==> src/rtl/fp_sgnj_arbiter.sv <==
// Round-robin arbiter in front of a shared FSGNJ/FSGNJN/FSGNJX datapath
// (single and double precision). One request is accepted per cycle and
// its result is held in a single-entry output register, tagged with the
// source index and requester tag, until the writeback side takes it.
module fp_sgnj_arbiter #(
    parameter int NUM_REQ = 4,
    parameter int SRC_W   = 2,
    parameter int TAG_W   = 5
) (
    input  logic                     clk,
    input  logic                     rst_n,
    input  logic [NUM_REQ-1:0]       fp_sgnj_arb_i_valid,
    output logic [NUM_REQ-1:0]       fp_sgnj_arb_o_ready,
    input  logic [64*NUM_REQ-1:0]    fp_sgnj_arb_i_data1,
    input  logic [64*NUM_REQ-1:0]    fp_sgnj_arb_i_data2,
    input  logic [2*NUM_REQ-1:0]     fp_sgnj_arb_i_fmt,
    input  logic [3*NUM_REQ-1:0]     fp_sgnj_arb_i_rm,
    input  logic [TAG_W*NUM_REQ-1:0] fp_sgnj_arb_i_tag,
    output logic                     fp_sgnj_arb_o_valid,
    input  logic                     fp_sgnj_arb_i_ready,
    output logic [63:0]              fp_sgnj_arb_o_result,
    output logic [SRC_W-1:0]         fp_sgnj_arb_o_src,
    output logic [TAG_W-1:0]         fp_sgnj_arb_o_tag,
    output logic                     fp_sgnj_arb_o_illegal
);

    typedef enum logic [1:0] {
        FMT_S = 2'd0,
        FMT_D = 2'd1
    } fmt_e;

    typedef enum logic [2:0] {
        RM_SGNJ  = 3'd0,
        RM_SGNJN = 3'd1,
        RM_SGNJX = 3'd2
    } rm_e;

    logic [SRC_W-1:0] ptr;
    logic [SRC_W-1:0] grant;
    logic             grant_found;
    logic [SRC_W:0]   scan_sum;
    logic [SRC_W-1:0] scan_idx;
    logic             can_accept;
    logic             accept;

    logic [63:0]      sel_d1;
    logic [63:0]      sel_d2;
    logic [1:0]       sel_fmt;
    logic [2:0]       sel_rm;
    logic [TAG_W-1:0] sel_tag;

    logic             sign_a;
    logic             sign_b;
    logic             sign_r;
    logic             rm_bad;
    logic [63:0]      res;
    logic             res_illegal;

    // A full output register can only take a new entry if it drains this cycle.
    assign can_accept = !fp_sgnj_arb_o_valid | fp_sgnj_arb_i_ready;

    // Round-robin scan: first valid requester at or after ptr, wrapping.
    always_comb begin
        // NOTE: every variable gets a default before the loop so no latch is inferred.
        grant       = '0;
        grant_found = 1'b0;
        scan_sum    = '0;
        scan_idx    = '0;
        for (int k = 0; k < NUM_REQ; k++) begin
            scan_sum = {1'b0, ptr} + (SRC_W+1)'(k);
            if (scan_sum >= (SRC_W+1)'(NUM_REQ))
                scan_sum = scan_sum - (SRC_W+1)'(NUM_REQ);
            scan_idx = scan_sum[SRC_W-1:0];
            if (!grant_found && fp_sgnj_arb_i_valid[scan_idx]) begin
                grant       = scan_idx;
                grant_found = 1'b1;
            end
        end
    end

    // One-hot accept toward the granted requester; held low during reset.
    always_comb begin
        fp_sgnj_arb_o_ready = '0;
        if (rst_n && can_accept && grant_found)
            fp_sgnj_arb_o_ready[grant] = 1'b1;
    end

    assign accept = |fp_sgnj_arb_o_ready;

    // Operand fields of the granted requester.
    assign sel_d1  = fp_sgnj_arb_i_data1[64*grant +: 64];
    assign sel_d2  = fp_sgnj_arb_i_data2[64*grant +: 64];
    assign sel_fmt = fp_sgnj_arb_i_fmt[2*grant +: 2];
    assign sel_rm  = fp_sgnj_arb_i_rm[3*grant +: 3];
    assign sel_tag = fp_sgnj_arb_i_tag[TAG_W*grant +: TAG_W];

    // Sign-injection datapath; unsupported rm forces sign 0, bad fmt zeroes all.
    always_comb begin
        sign_a      = (sel_fmt == FMT_D) ? sel_d1[63] : sel_d1[31];
        sign_b      = (sel_fmt == FMT_D) ? sel_d2[63] : sel_d2[31];
        sign_r      = 1'b0;
        rm_bad      = 1'b0;
        res         = '0;
        res_illegal = 1'b0;
        case (sel_rm)
            RM_SGNJ:  sign_r = sign_b;
            RM_SGNJN: sign_r = ~sign_b;
            RM_SGNJX: sign_r = sign_a ^ sign_b;
            default:  rm_bad = 1'b1;
        endcase
        case (sel_fmt)
            FMT_S: begin
                res         = {32'b0, sign_r, sel_d1[30:0]};
                res_illegal = rm_bad;
            end
            FMT_D: begin
                res         = {sign_r, sel_d1[62:0]};
                res_illegal = rm_bad;
            end
            default: begin
                res         = '0;
                res_illegal = 1'b1;
            end
        endcase
    end

    // Output register and round-robin pointer.
    always_ff @(posedge clk or negedge rst_n) begin
        // NOTE: the result payload is reset too, so outputs read 0 straight out of reset.
        if (!rst_n) begin
            fp_sgnj_arb_o_valid   <= 1'b0;
            fp_sgnj_arb_o_result  <= '0;
            fp_sgnj_arb_o_src     <= '0;
            fp_sgnj_arb_o_tag     <= '0;
            fp_sgnj_arb_o_illegal <= 1'b0;
            ptr                   <= '0;
        end else if (accept) begin
            // NOTE: non-blocking so every register samples pre-edge values.
            fp_sgnj_arb_o_valid   <= 1'b1;
            fp_sgnj_arb_o_result  <= res;
            fp_sgnj_arb_o_src     <= grant;
            fp_sgnj_arb_o_tag     <= sel_tag;
            fp_sgnj_arb_o_illegal <= res_illegal;
            ptr                   <= (grant == SRC_W'(NUM_REQ-1)) ? '0 : grant + 1'b1;
        end else if (fp_sgnj_arb_i_ready) begin
            fp_sgnj_arb_o_valid   <= 1'b0;
        end
    end

endmodule

==> config.mk <==
export PLATFORM = sky130hd
export DESIGN_NAME = fp_sgnj_arbiter
export DESIGN_NICKNAME = d
export VERILOG_FILES = /design/src/rtl/fp_sgnj_arbiter.sv
export SDC_FILE = /design/constraint.sdc
export NUM_CORES = 1
export LEC_CHECK = 0
export ABC_AREA = 1
export BUFFER_PORTS_ARGS = -buffer_cell sky130_fd_sc_hd__buf_2
export CORE_AREA = 4 4 246 248
export DETAILED_ROUTE_END_ITERATION = 16
export DIE_AREA = 0 0 250 252
export GPL_TIMING_DRIVEN = 0
export PLACE_DENSITY = 0.41
export REMOVE_ABC_BUFFERS = 1
export SETUP_SLACK_MARGIN = 0.2
export SYNTH_ARGS = -nofsm -noshare
export SYNTH_HDL_FRONTEND = slang
export SYNTH_SLANG_ARGS = --single-unit
==> constraint.sdc <==
create_clock -name clk -period 7.33 [get_ports clk]
set_input_delay 0 -clock clk [delete_from_list [all_inputs] [get_ports clk]]
set_output_delay 0 -clock clk [all_outputs]
set_load 0.01 [all_outputs]
# Yosys cells after proc, flatten, opt, wreduce, memory -nomap -nowiden

Index checks and enable logic that the tools add are counted.

Add/subtract/negate cells: 8
Multiply operators: 2
$lt $le $gt $ge: 10
Equality and inequality tests: 4
Shift operators: 5
Muxes and demuxes: 32
Bitwise logic cells: 3
Reduce and logical (&&, ||, !) cells: 16

Operator list:

| kind                                                                  | count |
|---|---|
| 256-bit by 9-bit variable part select with 64-bit output              | 2 |
| 64-bit one-hot mux with 2 select lines                                | 1 |
| 20-bit by 6-bit variable part select with 5-bit output                | 1 |
| 2-bit 2-to-1 mux                                                      | 9 |
| 2-bit by 3-bit < comparator with 1-bit output, second input constant  | 5 |
| 1-bit 2-to-1 mux                                                      | 15 |
| 12-bit by 5-bit variable part select with 3-bit output                | 1 |
| 3-bit >= comparator, second input constant                            | 3 |
| 1-bit binary-select mux with 2-bit select                             | 4 |
| 8-bit by 4-bit variable part select with 2-bit output                 | 1 |
| 2-bit by 1-bit subtractor with 2-bit output, second input constant    | 4 |
| 2-bit by 2-bit adder with 3-bit output, second input constant         | 2 |
| 1-bit logical AND                                                     | 6 |
| 3-bit by 2-bit multiplier with 5-bit output, first input constant     | 1 |
| 1-bit zero test                                                       | 4 |
| 2-bit by 2-bit multiplier with 4-bit output, first input constant     | 1 |
| 4-bit 2-to-1 mux                                                      | 1 |
| 4-bit OR reduction                                                    | 1 |
| 2-bit by 1-bit adder with 3-bit output, second input constant         | 1 |
| 3-bit by 1-bit == test with 1-bit output, second input constant       | 1 |
| 3-bit by 2-bit == test with 1-bit output, second input constant       | 1 |
| 2-bit by 3-bit >= comparator with 1-bit output, second input constant | 1 |
| 3-bit zero test                                                       | 1 |
| 1-bit one-hot mux with 3 select lines                                 | 1 |
| other kinds (12)                                                      | 12 |

Register bits: 75
Input bits: 559
Output and inout port bits: 77
Word-level logic and storage cells: 86

# Longest topological paths before layout

Gate-level depths: netlist (run 1).

Word-level depth: 21
Mapped depth: 24
Gate-level depth less buffers: 22

# Least setup slack after synthesis (run 1)

No wires, ideal clock.

Path kind: register to register
Start: reg ptr[0]
End: reg fp_sgnj_arb_o_result[32]
Setup time: 0.076 ns
Arrival: 2.823 ns
Slack: 4.430 ns
Cell stages (with the launch flop): 24
Path buffers: 5
Cell sequence: dfrtp_1 buf_6 nand2_1 nand2_1 nand2_1 nand2_2 nor2_4 nand3_2 nand2_4 nand2_4 buf_6 inv_4 buf_6 buf_2 ha_1 inv_1 nor2_1 nor2_1 nand2_1 nand2_1 inv_1 nand2_1 buf_2 o21ai_1

Cells in the longest elaborated chain, start to end: 20
Elaborated cells between the ends (all ways): 50
Those cells by class: add/sub (7); order compare (6); eq/ne (1); shift (2); mux (24); reduce/logical (10)

RTL lines:

| item                                                                                                                                         | line | RTL |
|---|---|---|
| start: declaration                                                                                                                           | 38   | `logic [SRC_W-1:0] ptr;` |
| start signal: assignment                                                                                                                     | 144  | `ptr <= (grant == SRC_W'(NUM_REQ-1)) ? '0 : grant + 1'b1;` |
| branches (longest 13 deep; another with 2-bit by 1-bit adder with 3-bit output)                                                              | -    |  |
| 2-bit 2-to-1 mux (*)                                                                                                                         | 74   | `if (!grant_found && fp_sgnj_arb_i_valid[scan_idx]) begin` |
| via grant[0]                                                                                                                                 | 39   | `logic [SRC_W-1:0] grant;` |
| 2-bit by 3-bit < comparator with 1-bit output (implied by the code) / 2-bit by 1-bit >= comparator with 1-bit output (equally long branches) | 85   | `fp_sgnj_arb_o_ready[grant] = 1'b1;` |
| 1-bit logical AND (implied by the code)                                                                                                      | 85   |  |
| 1-bit 2-to-1 mux (implied by the code)                                                                                                       | 85   |  |
| 1-bit demux with 2-bit select (*)                                                                                                            | 85   |  |
| 4-bit 2-to-1 mux (*)                                                                                                                         | 84   | `if (rst_n && can_accept && grant_found)` |
| via fp_sgnj_arb_o_ready[1]                                                                                                                   | 13   | `output logic [NUM_REQ-1:0] fp_sgnj_arb_o_ready,` |
| 4-bit OR reduction (*)                                                                                                                       | 88   | `assign accept = \|fp_sgnj_arb_o_ready;` |
| end signal: assignment                                                                                                                       | 140  | `fp_sgnj_arb_o_result <= res;` |
| end: declaration                                                                                                                             | 21   | `output logic [63:0] fp_sgnj_arb_o_result,` |

Mark *: on every way through the listed nets, which the timed path passes. The select of a mux whose other input is x is not followed.
A chain may end at the register's enable or synchronous reset.

# Final worst setup path (run 1)

Start: reg ptr[0]
End: reg fp_sgnj_arb_o_result[31]

Cells in the longest elaborated chain, start to end: 20
Elaborated cells between the ends (all ways): 61
Those cells by class: add/sub (7); mul (1); order compare (6); eq/ne (3); shift (4); mux (27); bitwise (2); reduce/logical (11)

RTL lines:

| item |
|---|
| branches (longest 20 deep; another with 2-bit by 1-bit adder with 3-bit output) |

Several ways; the timed one is not identified. The select of a mux whose other input is x is not followed.

==> results.md, run 1 <==
* Most frequent cell after synthesis: nand2_1
* GP Congestion at 0.832
* Post-Syn Area per Cell at 6.79 um^2
* Fillers at 6750
* FF-to-FF Start: ptr[0]$_DFFE_PN0P_
* CTS buffer count at 9
* CTS tree: done
* Final setup viols at 0
* Hold Path Depth at 4
* Synth Area in Simple Gates at 32.0%
* Endpoints failing hold at 0
* DP Wirelength at 21.7 mm
* Worst r2r dst: fp_sgnj_arb_o_result[31]$_DFFE_PN0P_
* Vias in the first global route at 7325
* Iteration-0 DRC Markers at 447
* Post_cts resized at 0
* Asr flop ratio synth at 100%
* Drt pass-1 iters at 7
* Mean routed wirelength per cell at 14.3 um
* CTS Root Buffer Type: clkbuf_16
* Combinational family with the most area after synthesis: simple AND/OR/NAND/NOR gates
* Post-Synth XOR/XNOR Area at 0%
* Initial antenna violation count at 6
* Critical Path AT at 6470 ps
* P&R area growth vs syn at 67.3%
* Worst-Margin Slew at 1200 ps
* Post-CTS Setup Bufs at 0
* Max H-tree Level at 3
* Layout Nets at 1812
* Max-slew violations at 0
* I/O pin cnt at 636
* Initial Utilization at 9.65%
* Yosys top cell by area: dfrtp_1
* DRC at 0
* Clk sinks at 75
* Register area share after synthesis at 33.3%
* Final worst path period need at 6220 ps
* Final WL at 29.1 mm
* Mux contribution to synthesized area at 0.355%
* Layout cells sized above 1 at 34.4%
* Data required time of the critical path at 7580 ps
* Compound-gate portion of the synthesized area at 25.0%
* Worst Skew at 11.9 ps
* Tot GR Track Use at 8.85%
* Via count at 7364
* Synth warn at 0
* Reg clk slew, reported paths at 70 ps
* Horiz. Die Dim at 250 um
* RSZ-0062 raised after global routing: false
* Vias per inst at 3.63
* Synthesized instance count at 830
* CP Class: flip-flop to flip-flop
* Clock latency on the worst-skew pair at 370 ps
* Number of synthesized flops with an enable pin at 0
* Global-route wire length before repair at 42.6 mm
* Setup slack, reg-to-reg at 1110 ps
* Crit path max fanout at 90
* Prevailing post-synth register cell: dfrtp_1
* CTS max path bufs at 2
* Most frequent cells after synthesis: nand2_1, dfrtp_1, o21ai_1
* Kind of start point of the critical path: flip-flop
* Pleak at 4.62 nW
* Final worst-path cycle share at 84.8%
* Worst vdd ir at 0.515 mV
* Port Buf Inserts at 387
* Routed Antenna Nets at 0
* Register bit total from synthesis at 75
* Worst setup EP type: flip-flop
* Row cnt at 89
* F_max at 161 MHz
* Synth area leaders: dfrtp_1, nand2_1, a32o_1
* Synth Cell Area at 5640 um^2
* Status: completed
* Hold Startpoint: fp_sgnj_arb_i_data1[160]
* Worst setup path startpoint: ptr[0]$_DFFE_PN0P_
* Final Instance Area at 9440 um^2
* Normalized max-slew margin at 19.6%
* Total gr overflow at 0
* Largest net degree at the start of global routing at 144
* Setup ws final at 1110 ps
* Share of the synthesized area in the top cell type at 33.3%
* PD cells at 632 nW/um^2
* Hold Buf Count CTS at 81
* Die area at 63000 um^2
* Hold WC Path Type: input port to flip-flop
* Area after DPL at 8300 um^2
* Core Footprint at 58500 um^2
* Total of max-cap violations at 0
* Synth unique cells at 33
* Worst R2R Path Depth at 22
* Synth Area in Adders at 0.888%
* Worst hold margin at 25.7 ps
* Hold endpoint: fp_sgnj_arb_o_result[32]$_DFFE_PN0P_
* Pre-CTS WS at 592 ps
* Die height at 252 um
-- layout by cell type (no fill, tap or decap), types with 2 or more instances in the layout --
cell type      count
clkinvlp_4         3
o221ai_1           2
dfrtp_1           75
diode_2            2
nand2_4            3
clkbuf_16          9
nand3_2            3
nand2_2           10
inv_1             23
a21oi_1           53
o32ai_1           10
o21ai_1           63
buf_16             4
dlygate4sd3_1     81
a32o_1            53
buf_2            386
o211ai_1           3
nand3b_1           5
ha_1               4
o21ai_0           20
mux2i_1            2
o21bai_1           3
nand3_1           36
nand2_1          327
o21a_1             2
inv_2              3
nor2_1            54
a31oi_1            3
-- critical path: stages, from the launching register on --
cell and delay [ps]:
dfrtp_1 630, inv_2 160, nand2_1 140, nand2_4 80, nand2_1 60, nand2_1 80
a21oi_2 150, nand2_2 210, nand2_8 430, buf_16 370, inv_6 240, buf_16 270
ha_1 280, inv_1 50, nor2_1 50, nor2_1 100, nand2_1 380, nand2_2 780
inv_1 140, nand2_1 900, inv_1 150, a22oi_1 180, nand2_1 70
-- registers in the layout, summed over array words and instances, names as in the netlist --
| signal | count |
|---|---|
| fp_sgnj_arb_o_valid | 1 |
| ptr | 2 |
| fp_sgnj_arb_o_illegal | 1 |
| fp_sgnj_arb_o_tag | 5 |
| fp_sgnj_arb_o_result | 64 |
| fp_sgnj_arb_o_src | 2 |
-- worst max-delay path by stage --
stage / end / slack (ps)
3_3_place_gp: fp_sgnj_arb_o_result[31]$_DFFE_PN0P_ / -1100
4_1_cts: fp_sgnj_arb_o_result[50]$_DFFE_PN0P_ / 540
6_report: fp_sgnj_arb_o_result[31]$_DFFE_PN0P_ / 1110
2_1_floorplan: fp_sgnj_arb_o_result[31]$_DFFE_PN0P_ / 2210
3_5_place_dp: fp_sgnj_arb_o_result[50]$_DFFE_PN0P_ / 590
5_1_grt: fp_sgnj_arb_o_result[31]$_DFFE_PN0P_ / 310
-- kinds of logic (layout without fill, tap and decap cells) --
group,after synthesis,count (layout)
other cells,0,2
simple gates,442,442
mux,2,2
compound gates,214,214
buf+inv,93,517
fa+ha+maj,4,4
flops,75,75
-- where the power goes --
part	total [mW]	internal [mW]	switching [mW]
combinational	4.83	1.82	3.01
clock	0.478	0.264	0.214
sequential	0.656	0.579	0.0774
-- layout make-up --
| type | instances | area (um^2) | share of cell area [%] |
|---|---|---|---|
| Multi-Input combinational cell | 662 | 3300 | 35.0 |
| Timing Repair Buffer | 473 | 2880 | 30.5 |
| Sequential cell | 75 | 1880 | 19.9 |
| Tap cell | 773 | 967 | 10.2 |
| Clock buffer | 10 | 229 | 2.43 |
| Inverter | 28 | 113 | 1.19 |
| Clock inverter | 6 | 66.3 | 0.703 |
| Antenna cell | 2 | 5.00 | 0.0530 |
-- metal layers --
metal / vias to the layer above / track usage [%] / wire, um
li1: 3659 / - / -
met1: 3353 / 10.9 / 12700
met2: 318 / 14.1 / 12900
met3: 32 / 3.47 / 2700
met4: 2 / 3.22 / 740
met5: - / 0 / 13
-- stage by stage --
step	power (mW)	util, %	std cells	TNS (ps)
finish	5.96	16.1	2029	0
global route	6.64	16.1	2027	0
floorplan	3.48	-	765	0
detailed placement	5.13	14.2	1929	0
global placement	5.06	14.0	1925	-21670
CTS	6.12	16.1	2026	0
Power figures use the tool's default switching activity.
==> run 2, diff against run 1 <==
- CORE_AREA: 4 4 246 248 -> 4 4 242 244
- DIE_AREA: 0 0 250 252 -> 0 0 246 248
- PLACE_DENSITY: 0.41 -> 0.43
- clock period: 7.33 -> 5.49 ns (I/O delays scaled with it)
==> results.md, run 2 (same netlist as run 1, synthesis figures left out) <==
* Status: completed
* CTS max path bufs at 2
* Initial antenna violation count at 0
* RSZ-0062 raised after global routing: false
* FF-to-FF Start: ptr[0]$_DFFE_PN0P_
* Kind of start point of the critical path: flip-flop
* CTS tree: done
* Final WL at 29.8 mm
* Global-route wire length before repair at 40.4 mm
* Worst setup path startpoint: ptr[0]$_DFFE_PN0P_
* Data required time of the critical path at 5730 ps
* Worst setup endpoint: fp_sgnj_arb_o_tag[1]$_DFFE_PN0P_
* DP Wirelength at 21.5 mm
* Setup slack, reg-to-reg at 620 ps
* Row cnt at 87
* Clock latency on the worst-skew pair at 360 ps
* Worst-Margin Slew at 745 ps
* Final worst path period need at 4870 ps
* Worst Skew at 9.27 ps
* Drt pass-1 iters at 5
* Largest regs: fp_sgnj_arb_o_result (64), fp_sgnj_arb_o_tag (5)
* PD cells at 848 nW/um^2
* Mean routed wirelength per cell at 14.9 um
* Total of max-cap violations at 0
* CTS Root Buffer Type: clkbuf_16
* Initial Utilization at 10.0%
* Critical Path AT at 5110 ps
* Total gr overflow at 0
* Normalized max-slew margin at 49.8%
* Crit path max fanout at 86
* Pre-CTS WS at -1290 ps
* Largest net degree at the start of global routing at 144
* Ant diodes at 0
* Core Footprint at 56300 um^2
* DRC at 0
* Max-slew violations at 0
* Layout cells sized above 1 at 34.7%
* Worst r2r dst: fp_sgnj_arb_o_tag[1]$_DFFE_PN0P_
* Max H-tree Level at 3
* Port Buf Inserts at 387
* Setup ws final at 616 ps
* Worst vdd ir at 1.05 mV
* Pleak at 4.62 nW
* Most common cell after layout, fill and taps aside: buf_2
* CTS buffer count at 9
* Power, Total at 7.98 mW
* Final setup viols at 0
* Post-CTS Setup Bufs at 0
* Routed Antenna Nets at 0
* F_max at 205 MHz
* Fillers at 6529
* Via count at 7433
* Layout Nets at 1809
* Vias per inst at 3.71
* Endpoints failing hold at 0
* GP Congestion at 0.816
* Vias in the first global route at 7220
* Die area at 61000 um^2
* Iteration-0 DRC Markers at 267
* Die height at 248 um
* I/O pin cnt at 636
* Final worst-path cycle share at 88.8%
* Tot GR Track Use at 8.61%
* Sum Neg Setup Slack at 0 ps
* CP Class: flip-flop to flip-flop
* P&R area growth vs syn at 66.9%
* Hold WC Path Type: input port to flip-flop
* Clk sinks at 75
* Largest register by flop count: fp_sgnj_arb_o_result
* Worst setup EP type: flip-flop
* Max FFs per register at 64
* Horiz. Die Dim at 246 um
* Most frequent cells in the layout: buf_2, nand2_1, dlygate4sd3_1
* Reg clk slew, reported paths at 60 ps
* Worst R2R Path Depth at 19
* Worst hold margin at 30.3 ps
==> run 2: changes by cell type in the layout (fill, tap and decap cells not counted), moves of 2 or more <==
cell | before | now
dlygate4sd3_1 | 81 | 76
nand2_4 | 3 | 6
clkinvlp_4 | 3 | 1
diode_2 | 2 | 0
nand2_1 | 327 | 325
nand2_8 | 1 | 3
==> run 2: timing repair <==
action,in CTS,in global routing
setup endpoints to repair,72,25
pin swaps,0,1
gates resized for setup,6,11
hold buffers,76,0
endpoints found under the hold margin,87,0
gates cloned,0,3
==> run 2: stage by stage <==
step	instances	util (%)	cell area, um^2
after global routing	2004	16.7	9410
after global placement	1908	14.5	8150
final	2004	16.7	9410
after floorplan	765	-	5270
after CTS	2001	16.6	9330
after detailed placement	1912	14.7	8270
==> run 2: power by group <==
group,total [mW],internal (mW),switching [mW]
clock,0.598,0.344,0.254
sequential,0.873,0.772,0.101
combinational,6.51,2.29,4.22
total,7.98,3.41,4.57
==> run 2: layout make-up <==
type                            count  area [um^2]  area share [%]
Sequential cell                    75         1880            19.9
Inverter                           28          146            1.56
Clock buffer                       10          229            2.43
Clock inverter                      3         42.5           0.452
Timing Repair inverter              1         11.3           0.120
Tap cell                          756          946            10.0
Multi-Input combinational cell    664         3360            35.7
Timing Repair Buffer              467         2800            29.8
==> run 2: worst min path at each step <==
| stage | from | end | slack, ps | depth (start not counted) |
|---|---|---|---|---|
| 3_5_place_dp | rst_n | fp_sgnj_arb_o_result[4]$_DFFE_PN0P_ | 10 | 1 |
| 3_3_place_gp | fp_sgnj_arb_i_ready | fp_sgnj_arb_o_valid$_DFFE_PN0P_ | 200 | 2 |
| 6_report | fp_sgnj_arb_i_data1[181] | fp_sgnj_arb_o_result[53]$_DFFE_PN0P_ | 30 | 4 |
| 5_1_grt | fp_sgnj_arb_i_data1[103] | fp_sgnj_arb_o_result[39]$_DFFE_PN0P_ | 20 | 4 |
| 4_1_cts | fp_sgnj_arb_i_data1[114] | fp_sgnj_arb_o_result[50]$_DFFE_PN0P_ | 0.6 | 4 |
| 2_1_floorplan | rst_n | fp_sgnj_arb_o_illegal$_DFFE_PN0P_ | -300 | 0 |
==> run 2: critical path, cell delays in order (launching register included) <==
cell,delay (ps)
dfrtp_1,600
inv_2,170
nand2_1,140
nand2_4,80
nand2_1,70
nand2_1,80
a21oi_2,130
nand2_2,300
nand2_8,320
buf_16,310
clkinv_16,280
ha_1,310
inv_1,50
nor2_1,60
nor2_1,190
nand2_4,230
clkinv_8,230
buf_12,240
o221ai_1,130
dlygate4sd3_1,570
==> run 2: per-layer routing <==
layer / global-route usage [%] / part of all wire, %
met1: 10.2 / 42
met2: 13.8 / 45
met3: 3.09 / 9.7
met4: 4.42 / 3.3
met5: 0 / 0
==> run 3, diff against run 2 <==
- CORE_AREA: 4 4 242 244 -> 2 2 247 249
- DIE_AREA: 0 0 246 248 -> 0 0 249 251
- PLACE_DENSITY: 0.43 -> 0.42
==> results.md, run 3 (same netlist as run 1, synthesis figures left out) <==
* PD cells at 828 nW/um^2
* DRC at 0
* Pre-CTS WS at -966 ps
* Mean routed wirelength per cell at 14.2 um
* Worst r2r dst: fp_sgnj_arb_o_result[31]$_DFFE_PN0P_
* Setup ws final at 899 ps
* Data required time of the critical path at 5810 ps
* Final Instance Area at 9450 um^2
* Area after DPL at 8310 um^2
* Via count at 7361
* Hold Startpoint: fp_sgnj_arb_i_data1[156]
* Critical Path AT at 4910 ps
* Layout Nets at 1811
* CTS Root Buffer Type: clkbuf_16
* Hold Path Depth at 4
* Most common cell after layout, fill and taps aside: buf_2
* CP top delay family: simple AND/OR/NAND/NOR gates
* CTS max path bufs at 2
* Util after Layout at 15.8%
* Layout cells sized above 1 at 34.6%
* Worst setup EP type: flip-flop
* Die height at 251 um
* Sum Neg Setup Slack at 0 ps
* Fin cells at 2036
* Core Footprint at 59800 um^2
* Area of the multi-input gates at 3320 um^2
* FF-to-FF Start: ptr[0]$_DFFE_PN0P_
* Kind of start point of the critical path: flip-flop
* CTS tree: done
* GP Congestion at 0.820
* Total gr overflow at 0
* RSZ-0062 raised after global routing: false
* Post-CTS Setup Bufs at 0
* DP Wirelength at 21.3 mm
* Final worst-path cycle share at 83.6%
* Critical Path Max Stage Delay at 610 ps
* I/O pin cnt at 636
* Crit path max fanout at 72
* Vias in the first global route at 7332
* Worst R2R Path Depth at 22
* P&R area growth vs syn at 67.5%
* Hold WC Path Type: input port to flip-flop
* Largest register by flop count: fp_sgnj_arb_o_result
* Normalized max-slew margin at 41.1%
* Largest regs: fp_sgnj_arb_o_result (64), fp_sgnj_arb_o_tag (5)
* Clock latency on the worst-skew pair at 380 ps
* Horiz. Die Dim at 249 um
* Routed Antenna Nets at 0
* Reg clk slew, reported paths at 80 ps
* Post-Place Cells at 1938
* Worst Skew at 17.4 ps
* Drt pass-1 iters at 4
* Clk sinks at 75
* Fillers at 6948
* Max FFs per register at 64
* Status: completed
* Max H-tree Level at 3
* Final worst path period need at 4590 ps
* Worst-Margin Slew at 882 ps
* Die area at 62500 um^2
* Iteration-0 DRC Markers at 365
* Most frequent cells in the layout: buf_2, nand2_1, dlygate4sd3_1
* CP cell instances: inv_2 > nand2_1 > nand2_4 > nand2_2 > nand2_2 > nor2_4 > nand3_2 > nand3_1 > nand2_4 > buf_16 > inv_4 > ha_1 > inv_1 > nor2_1 > nor2_1 > nand2_2 > nand2_8 > inv_1 > nand2_4 > inv_1 > a22oi_1 > nand2_1
* Max-slew violations at 0
* Port Buf Inserts at 387
* Global-route wire length before repair at 43.2 mm
* Pleak at 4.62 nW
* Row cnt at 90
* Worst hold margin at 29.1 ps
* Largest net degree at the start of global routing at 144
* Vias per inst at 3.62
* CTS buffer count at 9
* F_max at 218 MHz
* Initial antenna violation count at 11
* Initial Utilization at 9.43%
* Register area at 1880 um^2
* Hold endpoint: fp_sgnj_arb_o_result[28]$_DFFE_PN0P_
* CP max stage cell: dfrtp_1
* Final setup viols at 0
* CP Class: flip-flop to flip-flop
* Power, Total at 7.82 mW
* Worst vdd ir at 0.659 mV
* Total of max-cap violations at 0
* Setup slack, reg-to-reg at 900 ps
* Final WL at 28.9 mm
* Tot GR Track Use at 9.22%
* Endpoints failing hold at 0
* Critical path buffer and inverter count at 6
==> run 3: cell types whose count changed in the layout (fill, tap and decap cells not counted), sizes merged <==
cell / change
bufinv: -1
clkinv: +1
diode: +1
dlygate4sd3: +5
inv: +2
nand2: -2
==> run 3: metal layers <==
| layer | global-route usage, % | up-vias | share of wire [%] |
|---|---|---|---|
| li1 | - | 3653 | - |
| met1 | 10.8 | 3340 | 42 |
| met2 | 14.9 | 318 | 45 |
| met3 | 4.31 | 36 | 11 |
| met4 | 2.86 | 14 | 1.9 |
| met5 | 0 | - | 0.35 |
==> run 3: worst max-delay path by stage <==
stage	start	to	slack, ps	cells past startpoint
finish	ptr[0]$_DFFE_PN0P_	fp_sgnj_arb_o_result[31]$_DFFE_PN0P_	900	22
global route	ptr[0]$_DFFE_PN0P_	fp_sgnj_arb_o_result[31]$_DFFE_PN0P_	300	21
CTS	ptr[0]$_DFFE_PN0P_	fp_sgnj_arb_o_result[31]$_DFFE_PN0P_	200	22
detailed placement	ptr[0]$_DFFE_PN0P_	fp_sgnj_arb_o_result[49]$_DFFE_PN0P_	-970	20
global placement	ptr[0]$_DFFE_PN0P_	fp_sgnj_arb_o_result[31]$_DFFE_PN0P_	-2710	20
floorplan	ptr[0]$_DFFE_PN0P_	fp_sgnj_arb_o_result[31]$_DFFE_PN0P_	370	20
==> run 3: cell type report <==
type | instances | area share (%)
multi-input combinational | 662 | 35.2
clock buffer | 10 | 2.53
inverter | 28 | 1.30
clock inverter | 6 | 0.530
antenna | 1 | 0.0265
sequential | 75 | 19.9
timing repair buffer | 472 | 30.2
tap | 782 | 10.4
==> run 3: power breakdown <==
group	total, mW	leakage [nW]	internal (mW)	switching (mW)
registers	0.874	0.980	0.771	0.102
clock network	0.624	0.141	0.324	0.300
logic	6.33	3.50	2.30	4.03
total	7.82	4.62	3.39	4.43
==> run 3: worst reg2reg max path: cells and delay by family (launching register included) <==
kind	cells	cell delay [ps]
AO/OA/AOI/OAI	1	80
buffers and inverters	6	1410
adder cells (fa/ha/maj)	1	300
flip-flops	1	610
AND/OR/NAND/NOR	14	2150
==> run 3: timing repair <==
item | 4_1_cts | 5_1_grt
endpoints found under the hold margin | 80 | 0
setup endpoints to repair | 62 | 57
hold buffers | 81 | 0
gates resized for setup | 7 | 4
